--- config.mk ---
export PLATFORM = sky130hd
export DESIGN_NAME = led_pwm_driver
export DESIGN_NICKNAME = d
export VERILOG_FILES = /design/src/rtl/led_pwm_driver.sv
export SDC_FILE = /design/constraint.sdc
export NUM_CORES = 1
export LEC_CHECK = 0
export CAP_MARGIN = 20
export CORE_AREA = 3 3 142 89
export CTS_BUF_LIST = sky130_fd_sc_hd__clkbuf_2
export DETAILED_ROUTE_END_ITERATION = 7
export DIE_AREA = 0 0 145 92
export MAX_ROUTING_LAYER = met4
export PLACE_DENSITY = 0.62
export SYNTH_ARGS = -nofsm -noshare
export SYNTH_HDL_FRONTEND = slang
export SYNTH_SLANG_ARGS = --single-unit
--- constraint.sdc ---
create_clock -name clk -period 11.2 [get_ports clk]
set_clock_uncertainty 0.15 [all_clocks]
set_input_delay 2.8 -clock clk [delete_from_list [all_inputs] [get_ports clk]]
set_output_delay 2.8 -clock clk [all_outputs]
set_load 0.03 [all_outputs]
--- src/rtl/led_pwm_driver.sv ---
// RGB PWM driver fed by a 3-bit colour code. Each channel's duty ramps toward
// its target by at most STEP once per PWM period, so colour changes cross-fade.
module led_pwm_driver #(
  parameter int W    = 8,
  parameter int STEP = 16
) (
  input  logic         clk,
  input  logic         rst,
  input  logic         enable,
  input  logic [2:0]   colour,
  input  logic [W-1:0] brightness,
  output logic         led_r,
  output logic         led_g,
  output logic         led_b,
  output logic         period_tick,
  output logic         settled
);
  localparam logic [W-1:0] MAX    = {W{1'b1}};
  localparam logic [W-1:0] ONE    = W'(1);
  localparam logic [W:0]   STEP_E = (W+1)'(STEP);

  logic [W-1:0] cnt_q, cnt_d;
  logic [W-1:0] duty_q [3];
  logic [W-1:0] duty_d [3];
  logic [W-1:0] tgt_s  [3];
  logic [2:0]   led_q, led_d;
  logic         tick_q, tick_d;
  logic         settled_q, settled_d;

  // One ramp step toward tgt, done in W+1 bits so it never wraps.
  function automatic logic [W-1:0] step_duty(input logic [W-1:0] cur, input logic [W-1:0] tgt);
    logic [W:0]   cur_e;
    logic [W:0]   tgt_e;
    logic [W-1:0] res;
    cur_e = {1'b0, cur};
    tgt_e = {1'b0, tgt};
    if (cur_e < tgt_e) begin
      if (cur_e + STEP_E >= tgt_e) res = tgt;
      else                         res = cur + STEP_E[W-1:0];
    end else if (cur_e > tgt_e) begin
      if (cur_e <= tgt_e + STEP_E) res = tgt;
      else                         res = cur - STEP_E[W-1:0];
    end else begin
      res = cur;
    end
    return res;
  endfunction

  // Per-channel target from the colour bits.
  always_comb begin
    for (int i = 0; i < 3; i++) begin
      if (colour[i]) tgt_s[i] = brightness;
      else           tgt_s[i] = '0;
    end
  end

  // Next-state: counter, PWM compare, and duty ramp on the period wrap.
  always_comb begin
    cnt_d     = '0;
    led_d     = 3'b000;
    tick_d    = 1'b0;
    settled_d = settled_q;
    for (int i = 0; i < 3; i++) duty_d[i] = duty_q[i];
    if (enable) begin
      cnt_d  = cnt_q + ONE;
      tick_d = (cnt_q == MAX);
      for (int i = 0; i < 3; i++) led_d[i] = (cnt_q < duty_q[i]);
      if (cnt_q == MAX) begin
        settled_d = 1'b1;
        for (int i = 0; i < 3; i++) begin
          duty_d[i] = step_duty(duty_q[i], tgt_s[i]);
          if (duty_d[i] != tgt_s[i]) settled_d = 1'b0;
          else                       settled_d = settled_d;
        end
      end else begin
        settled_d = settled_q;
      end
    end else begin
      cnt_d = '0;
    end
  end

  // State registers with synchronous reset.
  always_ff @(posedge clk) begin
    if (rst) begin
      cnt_q     <= '0;
      led_q     <= 3'b000;
      tick_q    <= 1'b0;
      settled_q <= 1'b1;
      for (int i = 0; i < 3; i++) duty_q[i] <= '0;
    end else begin
      cnt_q     <= cnt_d;
      led_q     <= led_d;
      tick_q    <= tick_d;
      settled_q <= settled_d;
      for (int i = 0; i < 3; i++) duty_q[i] <= duty_d[i];
    end
  end

  assign led_r       = led_q[0];
  assign led_g       = led_q[1];
  assign led_b       = led_q[2];
  assign period_tick = tick_q;
  assign settled     = settled_q;
endmodule

# Word-level counts from Yosys, hierarchy flattened
# Memories as Yosys holds them, arrays and structs flattened.
# Cells that the tools add are included.
[classes] addsub=13 magnitude_cmp=15 n_eq_ne=4 mux=32 bitwise_logic=4 n_reduce_logical=2
[ops] op="2-to-1 mux 8 bit" n=24
[ops] op="adder 8 x 5 -> 9 bit (second input constant)" n=6
[ops] op="< comparator 8 bit" n=6
[ops] op="2-to-1 mux 24 bit" n=2
[ops] op="greater-or-equal comparator 9 x 8 -> 1 bit" n=3
[ops] op="<= comparator 8 x 9 -> 1 bit" n=3
[ops] op="adder 8 x 5 -> 8 bit (second input constant)" n=3
[ops] op="greater-than comparator 8 bit" n=3
[ops] op="!= test 8 bit" n=3
[ops] op="subtractor 8 x 5 -> 8 bit (second input constant)" n=3
[ops] op="adder 8 x 1 -> 8 bit (second input constant)" n=1
[ops] op="== test 8 bit (second input constant)" n=1
[ops] op="2-to-1 mux 1 bit" n=6
[ops] op="bitwise OR 1 bit" n=3
[ops] op="AND reduction 2 bit" n=1
[ops] op="OR reduction 2 bit" n=1
[ops] op="inverter 1 bit" n=1
[totals] ff_bits=13 ram_bits=24 output_inout_bits=5 wordCells=75 n_memories=1
[memory_table] memory="duty_q" depth=3 width=8 rd=3 rd_ports_with_merged_regs=0 write_ports=3 line_no="23" source="logic [W-1:0] duty_q [3];"

# Longest topological paths before layout
[depth] depth_word=12 mapped_depth=15 depth_no_buf=13

# Least setup slack after synthesis
# No wires, ideal clock.
[synth_timing] kind="input -> register" startpoint="input port colour[1]" endpoint="register settled_q, in the netlist settled" setup_ns=0.084 arrival_ns=6.174 setup_slack_ns=4.791 stages=15 path_buffers=2 path_cell_list="buf_2 buf_1 and2_0 inv_1 xnor2_1 ha_1 and4_1 a2bb2o_1 or2_2 a31o_2 o21ai_0 o2bb2ai_1 mux2_2 a311o_1 o31ai_2"
[synth_via] elab_chain_cells=11 word_cells_on_any_way=15
[synth_lines] item="start, declared" line_no="10" source="input logic [2:0] colour,"
[synth_lines] item="2-to-1 mux 8 bit (*)" line_no="52" source="if (colour[i]) tgt_s[i] = brightness;"
[synth_lines] item="adder 8 x 5 -> 9 bit" line_no="41" source="if (cur_e <= tgt_e + STEP_E) res = tgt;"
[synth_lines] item="<= comparator 8 x 9 -> 1 bit" line_no="41"
[synth_lines] item="2-to-1 mux 8 bit" line_no="41"
[synth_lines] item="2-to-1 mux 8 bit" line_no="40" source="end else if (cur_e > tgt_e) begin"
[synth_lines] item="2-to-1 mux 8 bit" line_no="37" source="if (cur_e < tgt_e) begin"
[synth_lines] item="2-to-1 mux 8 bit" line_no="68" source="if (cnt_q == MAX) begin"
[synth_lines] item="2-to-1 mux 8 bit" line_no="64" source="if (enable) begin"
[synth_lines] item="!= test 8 bit (*)" line_no="72" source="if (duty_d[i] != tgt_s[i]) settled_d = 1'b0;"
[synth_lines] item="2-to-1 mux 1 bit (*) (2 in a row)" line_no="72"
[synth_lines] item="end signal, assigned" line_no="95" source="settled_q <= settled_d;"
[synth_lines] item="end, declared" line_no="28" source="logic settled_q, settled_d;"
# Every way passes the cells marked *; elsewhere a longest branch is shown, timed or not. The select of a mux whose other input is x is not followed.
# A chain may end at the register's enable or synchronous reset.

# Worst setup path in the final report
# Same ends and word-level chain as after synthesis.

==> flow_summary.json <==
{
  "cts_root_buf": "clkbuf_2",
  "syn_nets": 702,
  "place_inst": 769,
  "dieArea_sq_mm": 0.0133,
  "setup_tns_ns": 0,
  "vias": 4784,
  "hold_class": "reg -> reg",
  "syn2layout_area_growth_pct": 8.30,
  "internal_power_mw": 0.231,
  "dr.pass1.iters": 5,
  "worstSetupPathType": "in -> reg",
  "place.gp.congestion": 1.03,
  "crit_path_end_kind": "flip-flop",
  "drt_wl_total_mm": 15.0,
  "yosysUniqueCellTypes": 69,
  "maxSlewHeadroom_pct": 50.7,
  "yosys.area_share.xor_xnor_pct": 6.98,
  "grt_setup_unrepaired": "no",
  "synthMuxAreaShare_pct": 2.26,
  "synth_compound_area_share_pct": 27.5,
  "finalCritPeriodShare_pct": 60.8,
  "placeableCoreArea_sq_mm": 0.0113,
  "seq_area_frac_synth_pct": 16.0,
  "hold_viol_final": 0,
  "synth-main-ff-cell": "dfxtp_1",
  "cts_sinks": 37,
  "total_power_mw": 0.355,
  "antenna_found_initial": 0,
  "start_util_pct": 41.1,
  "synth-edff-count": 0,
  "holdCritStartpoint": "duty_q[0][1]$_SDFFE_PP0P_",
  "ant_nets": 0,
  "cap_violations": 0,
  "p_sw_share_pct": 34.9,
  "cp.arrival_ns": 7.04,
  "report.final.slew_viol_count": 0,
  "rrSetupSlack_ns": 7.30,
  "clk_path_buf_depth": 2,
  "drive_gt1_share_pct": 4.54,
  "finalNonFillerCells": 777,
  "fin_ws_ns": 4.38,
  "holdBufCountCts": 0,
  "final_nets": 704,
  "fmax_mhz": 147,
  "min_path_cells": 2,
  "cts.clk_slew.worst_paths_ns": 0.23,
  "min_to": "duty_q[0][1]$_SDFFE_PP0P_",
  "htree_levels": 2,
  "post-place-ws_ns": 3.98,
  "crit_fanout": 19,
  "required_ns": 11.42,
  "antenna_cells": 0,
  "drt_iter0_drc": 590,
  "crit_chain": "clkdlybuf4s50_1 -> and2_0 -> inv_1 -> xnor2_1 -> ha_1 -> and4_1 -> a2bb2o_1 -> or2_2 -> a31oi_2 -> mux2i_1 -> o2bb2ai_1 -> mux2_2 -> a311o_1 -> o31ai_2",
  "hold-worst-slack_ns": 0.410,
  "synthArstFlopShare_pct": 0,
  "combPwrFrac_pct": 28.7,
  "ys_warn_count": 0,
  "ir_worst_vdd_v": 0.0000398,
  "clk_latency_ns": 0.47,
  "synthAdderAreaFrac_pct": 19.9,
  "r2r_end": "settled$_SDFFE_PP1P_",
  "grt_overflow_total": 0,
  "cts_tree": "done",
  "ys_ff_latch": 37,
  "cts_setup_buffers": 0,
  "p_leak_nw": 1.97,
  "yosys.area_share.simple_pct": 22.0,
  "seqPwrFrac_pct": 37.6,
  "drt-vias-per-instance": 6.16,
  "portBuffers": 18,
  "fp.dieH_um": 92,
  "synth_cells": 614,
  "cts_buffers": 5,
  "grt_pass1_vias": 4294,
  "power_density_mw_per_mm2": 70.6,
  "grt_pass1_wl_mm": 23.5,
  "hpwl_mm": 11.5,
  "tightest_slew_ns": 0.737,
  "die_w_um": 145,
  "grt_util_all_layers_pct": 22.4,
  "status": "finished, final reports clean",
  "crit_path_top_delay_cell": "clkdlybuf4s50_1",
  "cts_resized": 0,
  "grt_max_degree": 28,
  "clkPwrFrac_pct": 33.7,
  "num_io_pins": 19,
  "drc_errors": 0,
  "rows": 30,
  "crit_path_start_kind": "input port",
  "p_switching_mw": 0.124,
  "syn_area_sq_mm": 0.00464,
  "wire_per_inst_um": 19.3,
  "r2r_cells": 11,
  "r2r-start": "duty_q[0][12]$_SDFFE_PP0P_",
  "post-route-min-period_ns": 6.82,
  "cp_slowest_stage_delay_ns": 0.89,
  "synth_top_family_by_area": "compound AO/OA/AOI/OAI gates",
  "setup_viol": 0,
  "syn_area_per_cell_sq_um": 7.56
}
## cells in the final DEF (no fill, tap or decap), types with 6 or more instances in the layout
| master | count |
|---|---|
| nand3_1 | 28 |
| dfxtp_1 | 37 |
| xnor2_1 | 30 |
| inv_1 | 37 |
| o21ai_0 | 22 |
| a31oi_1 | 8 |
| nor2b_1 | 6 |
| nand2_1 | 55 |
| nand4_1 | 10 |
| and2_1 | 11 |
| o211ai_1 | 15 |
| mux2i_1 | 6 |
| ha_1 | 74 |
| xor2_1 | 7 |
| clkdlybuf4s50_1 | 18 |
| nor2_1 | 48 |
| a21oi_1 | 51 |
| a21o_1 | 16 |
| nand2b_1 | 12 |
| a211oi_1 | 19 |
| nor3_1 | 7 |
| and3_1 | 7 |
## synthesized netlist by cell type (8+ instances only)
cell	n	area [sq um]
a211oi_1	19	143
a21o_1	16	120
a21oi_1	51	255
a31oi_1	8	50.1
and2_1	11	68.8
clkbuf_1	18	67.6
dfxtp_1	37	741
ha_1	74	926
inv_1	37	139
nand2_1	55	206
nand2b_1	12	75.1
nand3_1	28	140
nand4_1	10	62.6
nor2_1	48	180
o211ai_1	15	113
o21ai_0	22	110
xnor2_1	30	263
## metrics by stage
| stage | instance area, sq um | util [%] |
|---|---|---|
| after floorplan | 4640 | - |
| after global placement | 4930 | 43.7 |
| after detailed placement | 4930 | 43.7 |
| after CTS | 5030 | 44.5 |
| after global routing | 5030 | 44.5 |
| final | 5030 | 44.5 |
## critical path, delay by kind of cell
family                   cells  cell delay, ns
AO/OA/AOI/OAI                5            1.35
XOR/XNOR                     1            0.16
adder cells (fa/ha/maj)      1            0.32
buffers and inverters        2            1.05
multiplexers                 2            0.49
AND/OR/NAND/NOR              3            0.87
## registers in the layout (all words and copies together) (netlist names)
signal / cells
period_tick: 1
settled: 1
cnt_q: 8
duty_q: 24
led_q: 3
## cell families after synthesis
| kind of cell | after synthesis |
|---|---|
| and+or+nand+nor | 208 |
| AOI/OAI and AO/OA | 185 |
| adders and majority gates | 74 |
| buffers and inverters | 63 |
| xor gates and xnor gates | 37 |
| DFF | 37 |
| muxes | 10 |
## power by group through the flow
stage | registers (mW) | logic (mW) | clock network [mW]
after floorplan | 0.136 | 0.0702 | 0
after global placement | 0.136 | 0.0962 | 0
after detailed placement | 0.136 | 0.0983 | 0
after CTS | 0.133 | 0.0989 | 0.122
after global routing | 0.134 | 0.110 | 0.125
final | 0.133 | 0.102 | 0.120
## layout make-up
class | count | area [sq um]
fillers | 1101 | 6270
multi-input cells | 514 | 3650
flip-flops and latches | 37 | 741
repair buffers | 21 | 203
well taps | 160 | 200
inverters | 37 | 139
clock inverters | 3 | 68.8
clock buffers | 5 | 25.0
## metal layers
metal | global-route usage [%] | share of wire, %
met4 | 3.72 | 0.68
met5 | - | 0
met2 | 30.5 | 39
met1 | 34.5 | 51
met3 | 3.65 | 8.5
## worst max path at each step
stage                          from              endpoint  slack [ns]  depth (start not counted)
after floorplan           colour[1]  settled$_SDFFE_PP1P_        4.79                         15
after global placement    colour[1]  settled$_SDFFE_PP1P_        4.08                         14
after detailed placement  colour[1]  settled$_SDFFE_PP1P_        3.98                         14
after CTS                 colour[1]  settled$_SDFFE_PP1P_        4.44                         14
after global routing      colour[1]  settled$_SDFFE_PP1P_        4.19                         14
final                     colour[1]  settled$_SDFFE_PP1P_        4.38                         14
(Power assumes the default switching activity.)
